--- src/rtl/systolic_skew_feeder_if.sv ---
// Load-side handshake and pe_array drive bundle for systolic_skew_feeder.
// Every bus packs lane 0 into its most significant element.
interface systolic_skew_feeder_if #(
    parameter int BITWIDTH = 8,
    parameter int X_ROW    = 3,
    parameter int Y_COL    = 3
);
    logic                      load_valid;
    logic                      load_ready;
    logic [X_ROW*BITWIDTH-1:0] load_a_col;
    logic [Y_COL*BITWIDTH-1:0] load_b_row;
    logic                      arr_rst_n;
    logic                      arr_en;
    logic [X_ROW*BITWIDTH-1:0] out_row;
    logic [Y_COL*BITWIDTH-1:0] out_col;
    logic                      busy;
    logic                      done;

    modport slave (
        input  load_valid, load_a_col, load_b_row,
        output load_ready, arr_rst_n, arr_en, out_row, out_col, busy, done
    );

    modport master (
        output load_valid, load_a_col, load_b_row,
        input  load_ready, arr_rst_n, arr_en, out_row, out_col, busy, done
    );
endinterface

--- src/rtl/systolic_skew_feeder.sv ---
// Buffers A (X_ROW x K) and B (K x Y_COL) and streams them diagonally skewed into pe_array.
// Define SKEW_FEEDER_PINGPONG_EN for two operand banks so the next matrix loads during a run.

// One lane of the skew: emits vec[t - LANE] inside the K-beat window, zero elsewhere.
module skew_lane #(
    parameter int BITWIDTH = 8,
    parameter int K_DEPTH  = 3,
    parameter int LANE     = 0,
    parameter int TW       = 4
) (
    input  logic [TW-1:0]                     t,
    input  logic [K_DEPTH-1:0][BITWIDTH-1:0]  vec,
    output logic [BITWIDTH-1:0]               dout
);
    always_comb begin
        dout = '0;
        for (int k = 0; k < K_DEPTH; k++)
            if (int'(t) == k + LANE) dout = vec[k];
    end
endmodule

module systolic_skew_feeder #(
    parameter int BITWIDTH = 8,
    parameter int X_ROW    = 3,
    parameter int Y_COL    = 3,
    parameter int K_DEPTH  = 3,
    parameter int PE_LAT   = 1
) (
    input logic                  clk,
    input logic                  rst_n,
    systolic_skew_feeder_if.slave bus
);
    localparam int RUN_LEN = K_DEPTH + X_ROW + Y_COL - 2 + PE_LAT;
    localparam int KW      = (K_DEPTH > 1) ? $clog2(K_DEPTH) : 1;
    localparam int TW      = $clog2(RUN_LEN + 1);
`ifdef SKEW_FEEDER_PINGPONG_EN
    localparam int NB = 2;
`else
    localparam int NB = 1;
`endif

    localparam logic [2:0] IDLE  = 3'd0;
    localparam logic [2:0] LOAD  = 3'd1;
    localparam logic [2:0] CLEAR = 3'd2;
    localparam logic [2:0] RUN   = 3'd3;
    localparam logic [2:0] DONE  = 3'd4;

    logic [2:0]    state, state_nx;
    logic [KW-1:0] k, k_nx;
    logic [TW-1:0] t, t_nx;
    logic          lb, rb;      // bank being filled / bank being streamed
    logic          acc, last, ready_nx;

    // per lane, packed over k so a lane module sees its whole operand row/column
    logic [K_DEPTH-1:0][BITWIDTH-1:0] a_mem [NB][X_ROW];
    logic [K_DEPTH-1:0][BITWIDTH-1:0] b_mem [NB][Y_COL];

    // ascending packed range puts lane 0 in the MSBs, matching the bus packing
    logic [0:X_ROW-1][BITWIDTH-1:0] row_nx;
    logic [0:Y_COL-1][BITWIDTH-1:0] col_nx;

    assign acc  = bus.load_valid && bus.load_ready;
    assign last = acc && (k == KW'(K_DEPTH - 1));

`ifdef SKEW_FEEDER_PINGPONG_EN
    logic full, full_nx, lb_nx, rb_nx;
`else
    assign lb = 1'b0;
    assign rb = 1'b0;
`endif

    always_ff @(posedge clk) begin
        if (acc) begin
            for (int i = 0; i < X_ROW; i++)
                a_mem[lb][i][k] <= bus.load_a_col[(X_ROW-i)*BITWIDTH-1 -: BITWIDTH];
            for (int j = 0; j < Y_COL; j++)
                b_mem[lb][j][k] <= bus.load_b_row[(Y_COL-j)*BITWIDTH-1 -: BITWIDTH];
        end
    end

    always_comb begin
        state_nx = state;
        k_nx     = k;
        t_nx     = t;
`ifdef SKEW_FEEDER_PINGPONG_EN
        full_nx  = full;
        lb_nx    = lb;
        rb_nx    = rb;
`endif
        if (acc) k_nx = last ? '0 : k + 1'b1;
        case (state)
            IDLE, LOAD: begin
                if (last) begin
                    state_nx = CLEAR;
`ifdef SKEW_FEEDER_PINGPONG_EN
                    rb_nx = lb;
                    lb_nx = ~lb;
`endif
                end else if (acc) begin
                    state_nx = LOAD;
                end
            end
            CLEAR: begin
                state_nx = RUN;
                t_nx     = '0;
            end
            RUN: begin
                if (t == TW'(RUN_LEN - 1)) state_nx = DONE;
                else                       t_nx     = t + 1'b1;
            end
            DONE: begin
`ifdef SKEW_FEEDER_PINGPONG_EN
                // a bank completed during the run goes straight into the next CLEAR
                if (full || last) begin
                    state_nx = CLEAR;
                    rb_nx    = lb;
                    lb_nx    = ~lb;
                    full_nx  = 1'b0;
                end else begin
                    state_nx = (k_nx != '0) ? LOAD : IDLE;
                end
`else
                state_nx = IDLE;
`endif
            end
            default: state_nx = IDLE;
        endcase
`ifdef SKEW_FEEDER_PINGPONG_EN
        if (last && (state == CLEAR || state == RUN)) full_nx = 1'b1;
        ready_nx = (state_nx == IDLE) || (state_nx == LOAD) || !full_nx;
`else
        ready_nx = (state_nx == IDLE) || (state_nx == LOAD);
`endif
    end

    for (genvar i = 0; i < X_ROW; i++) begin : g_row
        skew_lane #(.BITWIDTH(BITWIDTH), .K_DEPTH(K_DEPTH), .LANE(i), .TW(TW)) u_lane (
            .t(t_nx), .vec(a_mem[rb][i]), .dout(row_nx[i])
        );
    end

    for (genvar j = 0; j < Y_COL; j++) begin : g_col
        skew_lane #(.BITWIDTH(BITWIDTH), .K_DEPTH(K_DEPTH), .LANE(j), .TW(TW)) u_lane (
            .t(t_nx), .vec(b_mem[rb][j]), .dout(col_nx[j])
        );
    end

    // outputs are registered from the next state so they line up with it
    always_ff @(posedge clk) begin
        if (!rst_n) begin
            state          <= IDLE;
            k              <= '0;
            t              <= '0;
            bus.load_ready <= 1'b1;
            bus.arr_rst_n  <= 1'b0;
            bus.arr_en     <= 1'b0;
            bus.out_row    <= '0;
            bus.out_col    <= '0;
            bus.busy       <= 1'b0;
            bus.done       <= 1'b0;
`ifdef SKEW_FEEDER_PINGPONG_EN
            full           <= 1'b0;
            lb             <= 1'b0;
            rb             <= 1'b0;
`endif
        end else begin
            state          <= state_nx;
            k              <= k_nx;
            t              <= t_nx;
            bus.load_ready <= ready_nx;
            bus.arr_en     <= (state_nx == RUN);
            bus.busy       <= (state_nx == CLEAR) || (state_nx == RUN);
            bus.done       <= (state_nx == DONE);
            bus.out_row    <= (state_nx == RUN) ? row_nx : '0;
            bus.out_col    <= (state_nx == RUN) ? col_nx : '0;
            // array stays cleared until the first run, then holds results after it
            if (state_nx == CLEAR)    bus.arr_rst_n <= 1'b0;
            else if (state_nx == RUN) bus.arr_rst_n <= 1'b1;
`ifdef SKEW_FEEDER_PINGPONG_EN
            full           <= full_nx;
            lb             <= lb_nx;
            rb             <= rb_nx;
`endif
        end
    end
endmodule

--- src/flat_wrapper.sv ---
// flat-port wrapper written by rule: the top's interface ports become plain ports
module systolic_skew_feeder_flat 
#(
    parameter int BITWIDTH = 8,
    parameter int X_ROW    = 3,
    parameter int Y_COL    = 3,
    parameter int K_DEPTH  = 3,
    parameter int PE_LAT   = 1
)
  (clk, rst_n, bus_load_valid, bus_load_a_col, bus_load_b_row, bus_load_ready, bus_arr_rst_n, bus_arr_en, bus_out_row, bus_out_col, bus_busy, bus_done);
  systolic_skew_feeder_if #(.BITWIDTH(BITWIDTH), .X_ROW(X_ROW), .Y_COL(Y_COL)) bus_i ();
  input logic clk;
  input logic rst_n;
  input wire logic [$bits(bus_i.load_valid)-1:0] bus_load_valid;
  input wire logic [$bits(bus_i.load_a_col)-1:0] bus_load_a_col;
  input wire logic [$bits(bus_i.load_b_row)-1:0] bus_load_b_row;
  output wire logic [$bits(bus_i.load_ready)-1:0] bus_load_ready;
  output wire logic [$bits(bus_i.arr_rst_n)-1:0] bus_arr_rst_n;
  output wire logic [$bits(bus_i.arr_en)-1:0] bus_arr_en;
  output wire logic [$bits(bus_i.out_row)-1:0] bus_out_row;
  output wire logic [$bits(bus_i.out_col)-1:0] bus_out_col;
  output wire logic [$bits(bus_i.busy)-1:0] bus_busy;
  output wire logic [$bits(bus_i.done)-1:0] bus_done;
  assign bus_i.load_valid = bus_load_valid;
  assign bus_i.load_a_col = bus_load_a_col;
  assign bus_i.load_b_row = bus_load_b_row;
  assign bus_load_ready = bus_i.load_ready;
  assign bus_arr_rst_n = bus_i.arr_rst_n;
  assign bus_arr_en = bus_i.arr_en;
  assign bus_out_row = bus_i.out_row;
  assign bus_out_col = bus_i.out_col;
  assign bus_busy = bus_i.busy;
  assign bus_done = bus_i.done;
  systolic_skew_feeder #(.BITWIDTH(BITWIDTH), .X_ROW(X_ROW), .Y_COL(Y_COL), .K_DEPTH(K_DEPTH), .PE_LAT(PE_LAT)) u_core (.clk(clk), .rst_n(rst_n), .bus(bus_i));
endmodule
--- config.mk ---
export PLATFORM = sky130hd
export DESIGN_NAME = systolic_skew_feeder_flat
export DESIGN_NICKNAME = d
export VERILOG_FILES = /design/src/rtl/systolic_skew_feeder_if.sv /design/src/rtl/systolic_skew_feeder.sv /design/src/flat_wrapper.sv
export SDC_FILE = /design/constraint.sdc
export NUM_CORES = 1
export LEC_CHECK = 0
export ABC_AREA = 1
export BUFFER_PORTS_ARGS = -buffer_cell sky130_fd_sc_hd__buf_2
export CORE_MARGIN = 2
export CORE_UTILIZATION = 50
export DETAILED_ROUTE_END_ITERATION = 8
export PLACE_DENSITY = 0.71
export SYNTH_ARGS = -nofsm -noshare
export SYNTH_HDL_FRONTEND = slang
export SYNTH_SLANG_ARGS = --single-unit
--- constraint.sdc ---
create_clock -name clk -period 8.55 [get_ports clk]
set_input_delay 0 -clock clk [delete_from_list [all_inputs] [get_ports clk]]
set_output_delay 0 -clock clk [all_outputs]
set_load 0.01 [all_outputs]
==> impl_metrics.csv <==
group,metric,value,unit
sta,fmax,261.1,MHz
route,viasPerCell,4.862,
sta,setup_violations,0,
synth,synth-main-ff-cell,"edfxtp_1",
floorplan,die_w,131.1,um
route,ant_nets,0,
synth,synth-seq-cells,206,
critical_path,critPathLaunchType,"register",
synth,synth_area_leader_cell,"edfxtp_1",
critical_path,reg2reg_slack,4720,ps
synth,async_reset_ff_share,0,%
final_layout,syn_to_final_growth,23.82,%
floorplan,ioPinCount,104,
clock_tree,cts_hold_buf,50,
floorplan,fp.dieH,131.1,um
route,drt_iter0_markers,456,
floorplan,start_util,51.05,%
clock_tree,htree_levels,1,
synth,synth_common_cells,"201 x nand3_1, 157 x inv_1, 144 x edfxtp_1",
route,routed_wl,16760,um
clock_tree,cts_made_buffers,22,
grt,grt_pass1_vias,5354,
sta,period_share,44.80,%
clock_tree,cts_resized,0,
floorplan,dieArea,0.01719,mm^2
route,drt_first_pass_iters,4,
sta,final_hold_viol_count,0,
clock_tree,insertion_delay,510,ps
clock_tree,post-cts-setup-buffer-count,0,
status,status,"finished clean",
grt,overflow,0,
clock_tree,cts_buffer_depth,3,
route,drc,0,
critical_path,cp.required,9000,ps
grt,grt_pass1_wl,27050,um
grt,track_usage,19.56,%
sta,layout_min_cycle_time,3830,ps
critical_path,worstSetupPathType,"register to register",
synth,ys_warn_count,0,
critical_path,arrival,4290,ps
critical_path,timing.rr.end,"u_core.bus.out_row[19]",
final_layout,layout.nets,965,
synth,seq_area_frac_synth,68.88,%
critical_path,critical_path.max_fanout,79,
sta,skew,24.31,ps
floorplan,rows,46,
worst_hold_path,hold_end,"u_core.a_mem[0][27]",
worst_hold_path,worst_hold_path.num_cells,2,
synth,synth_top_area_share,53.52,%
placement,hpwl,9390,um
pwr,fin_total_pwr,2325,uW
synth,syn_area,0.008080,mm^2
worst_hold_path,min_path_type,"primary input to register",
flow_run,maxCapViolCount,0,
final_layout,final_layout_size_suffix_gt1_share,17.22,%
floorplan,coreArea,0.01583,mm^2
route,wl_per_cell,14.63,um
clock_tree,cts_sinks,206,
route,vias,5567,
synth,ys_types,20,
sta,rsz0062_at_grt,"no",
clock_tree,clockRootBuffer,"clkbuf_16",
sta,maxSlewHeadroom,25.91,%
worst_hold_path,min-delay-start,"bus_load_a_col[11]",
critical_path,rr_startpoint,"u_core.t[1]",
synth,yosysMostFrequentCell,"nand3_1",
grt,antenna_found_initial,0,
pwr,cellPowerDensity,232.4,mW/mm^2
sta,maxSlewViolCount,0,
clock_tree,clk_pin_slew_worst_paths,60,ps
grt,grt_max_degree,80,
sta,tightest_slew,1109,ps
pwr,leakage,0.004793,uW
critical_path,crit_path_end_kind,"register",
pwr,ir_drop,0.1915,mV
synth,synth_edf_count,144,
critical_path,r2r_cells,12,
synth,synth_fp_nets,820,
synth,syn_inst,768,
sta,setup-tns-final,0,ps
placement,portBuffers,103,
final_layout,nFillCells,1266,
synth,synthTopCellsByArea,"edfxtp_1 54%, dfxtp_1 15%, nand3_1 12%, inv_1 7.3%, nand2_1 5.6%",
final_layout,antennaDiodeCount,0,
clock_tree,cts_tree,"yes",
synth,avgSynthCellArea,10.52,um^2
placement,gp_congestion,0.9056,
## registers in the layout, indices dropped and copies added (netlist names)
name / count
u_core.t: 4
u_core.bus.arr_rst_n: 1
u_core.bus.out_row: 24
u_core.bus.busy: 1
u_core.b_mem: 72
u_core.state: 3
u_core.a_mem: 72
u_core.bus.arr_en: 1
u_core.bus.load_ready: 1
u_core.bus.done: 1
u_core.k: 2
u_core.bus.out_col: 24
## worst max-delay path by stage
| stage | from | to | slack, ps | cells past startpoint |
|---|---|---|---|---|
| floorplan | u_core.bus.load_ready | u_core.a_mem[0][10] | 4230 | 2 |
| global placement | u_core.t[1] | u_core.bus.out_row[11] | 4860 | 12 |
| detailed placement | u_core.t[0] | u_core.bus.out_row[23] | 4790 | 12 |
| CTS | u_core.t[0] | u_core.bus.out_row[13] | 4760 | 12 |
| global route | u_core.t[1] | u_core.bus.out_col[11] | 4340 | 12 |
| finish | u_core.t[1] | u_core.bus.out_row[19] | 4720 | 12 |
## metal layers
metal | share of wire, % | vias up | global-route usage (%)
met1 | 43 | 2603 | 24.79
li1 | - | 2789 | -
met4 | 1.7 | 0 | 5.374
met2 | 49 | 151 | 34.39
met5 | 0 | - | 0
met3 | 6.1 | 24 | 3.897
## worst max-delay path, stage by stage, from the launching register on
cell,delay (ps)
dfxtp_1,400
ha_1,210
nand2_1,110
nor2_2,130
nor2_1,70
nand2_1,100
nand2_2,90
nor2_4,830
buf_4,760
nand2_1,640
nand3_1,270
nand2_1,90
inv_1,70
## cells in the final DEF (no fill, tap or decap), types with 2 or more instances in the layout
cell type      count
nand3_1          201
inv_1            156
edfxtp_1         144
nand2_1          121
buf_2            103
dfxtp_1           62
dlygate4sd3_1     50
clkbuf_16         22
nor2_1            19
nor2_4             7
a21oi_1            7
buf_4              6
bufinv_16          4
clkbuf_8           4
inv_2              3
clkinv_1           3
nor2_2             2
nand4_1            2
nand2_2            2
clkinv_2           2
clkbuf_1           2
## cells by family after synthesis
logic type / synth area share [%]
simple gates: 20.27
fa+ha+maj: 0.1548
compound gates: 0.5419
buf+inv: 10.16
flops: 68.88
## power breakdown
group	total [uW]	internal, uW	switching [uW]
combinational	184	64.9	119
sequential	1140	1130	15.4
clock	1000	629	372
## final cells by class
type / count / area (um^2) / share of cell area [%]
clock inverters: 12 / 173.9 / 1.738
well taps: 216 / 270.3 / 2.701
inverters: 159 / 596.8 / 5.965
flip-flops and latches: 206 / 5565 / 55.63
multi-input cells: 365 / 1724 / 17.23
repair buffers: 159 / 1061 / 10.61
clock buffers: 28 / 613.1 / 6.128
## through the flow
step	hold WS, ps	setup slack (ps)	utilization [%]	area (um^2)	std cells
2_1_floorplan	98.87	4234	-	8080	768
3_3_place_gp	201.4	4862	55.08	8717	1055
3_5_place_dp	202.6	4787	55.08	8717	1055
4_1_cts	208.8	4760	63.21	10000	1145
5_1_grt	221.9	4342	63.21	10000	1145
6_report	216.2	4720	63.21	10000	1145
Power figures use the tool's default switching activity.
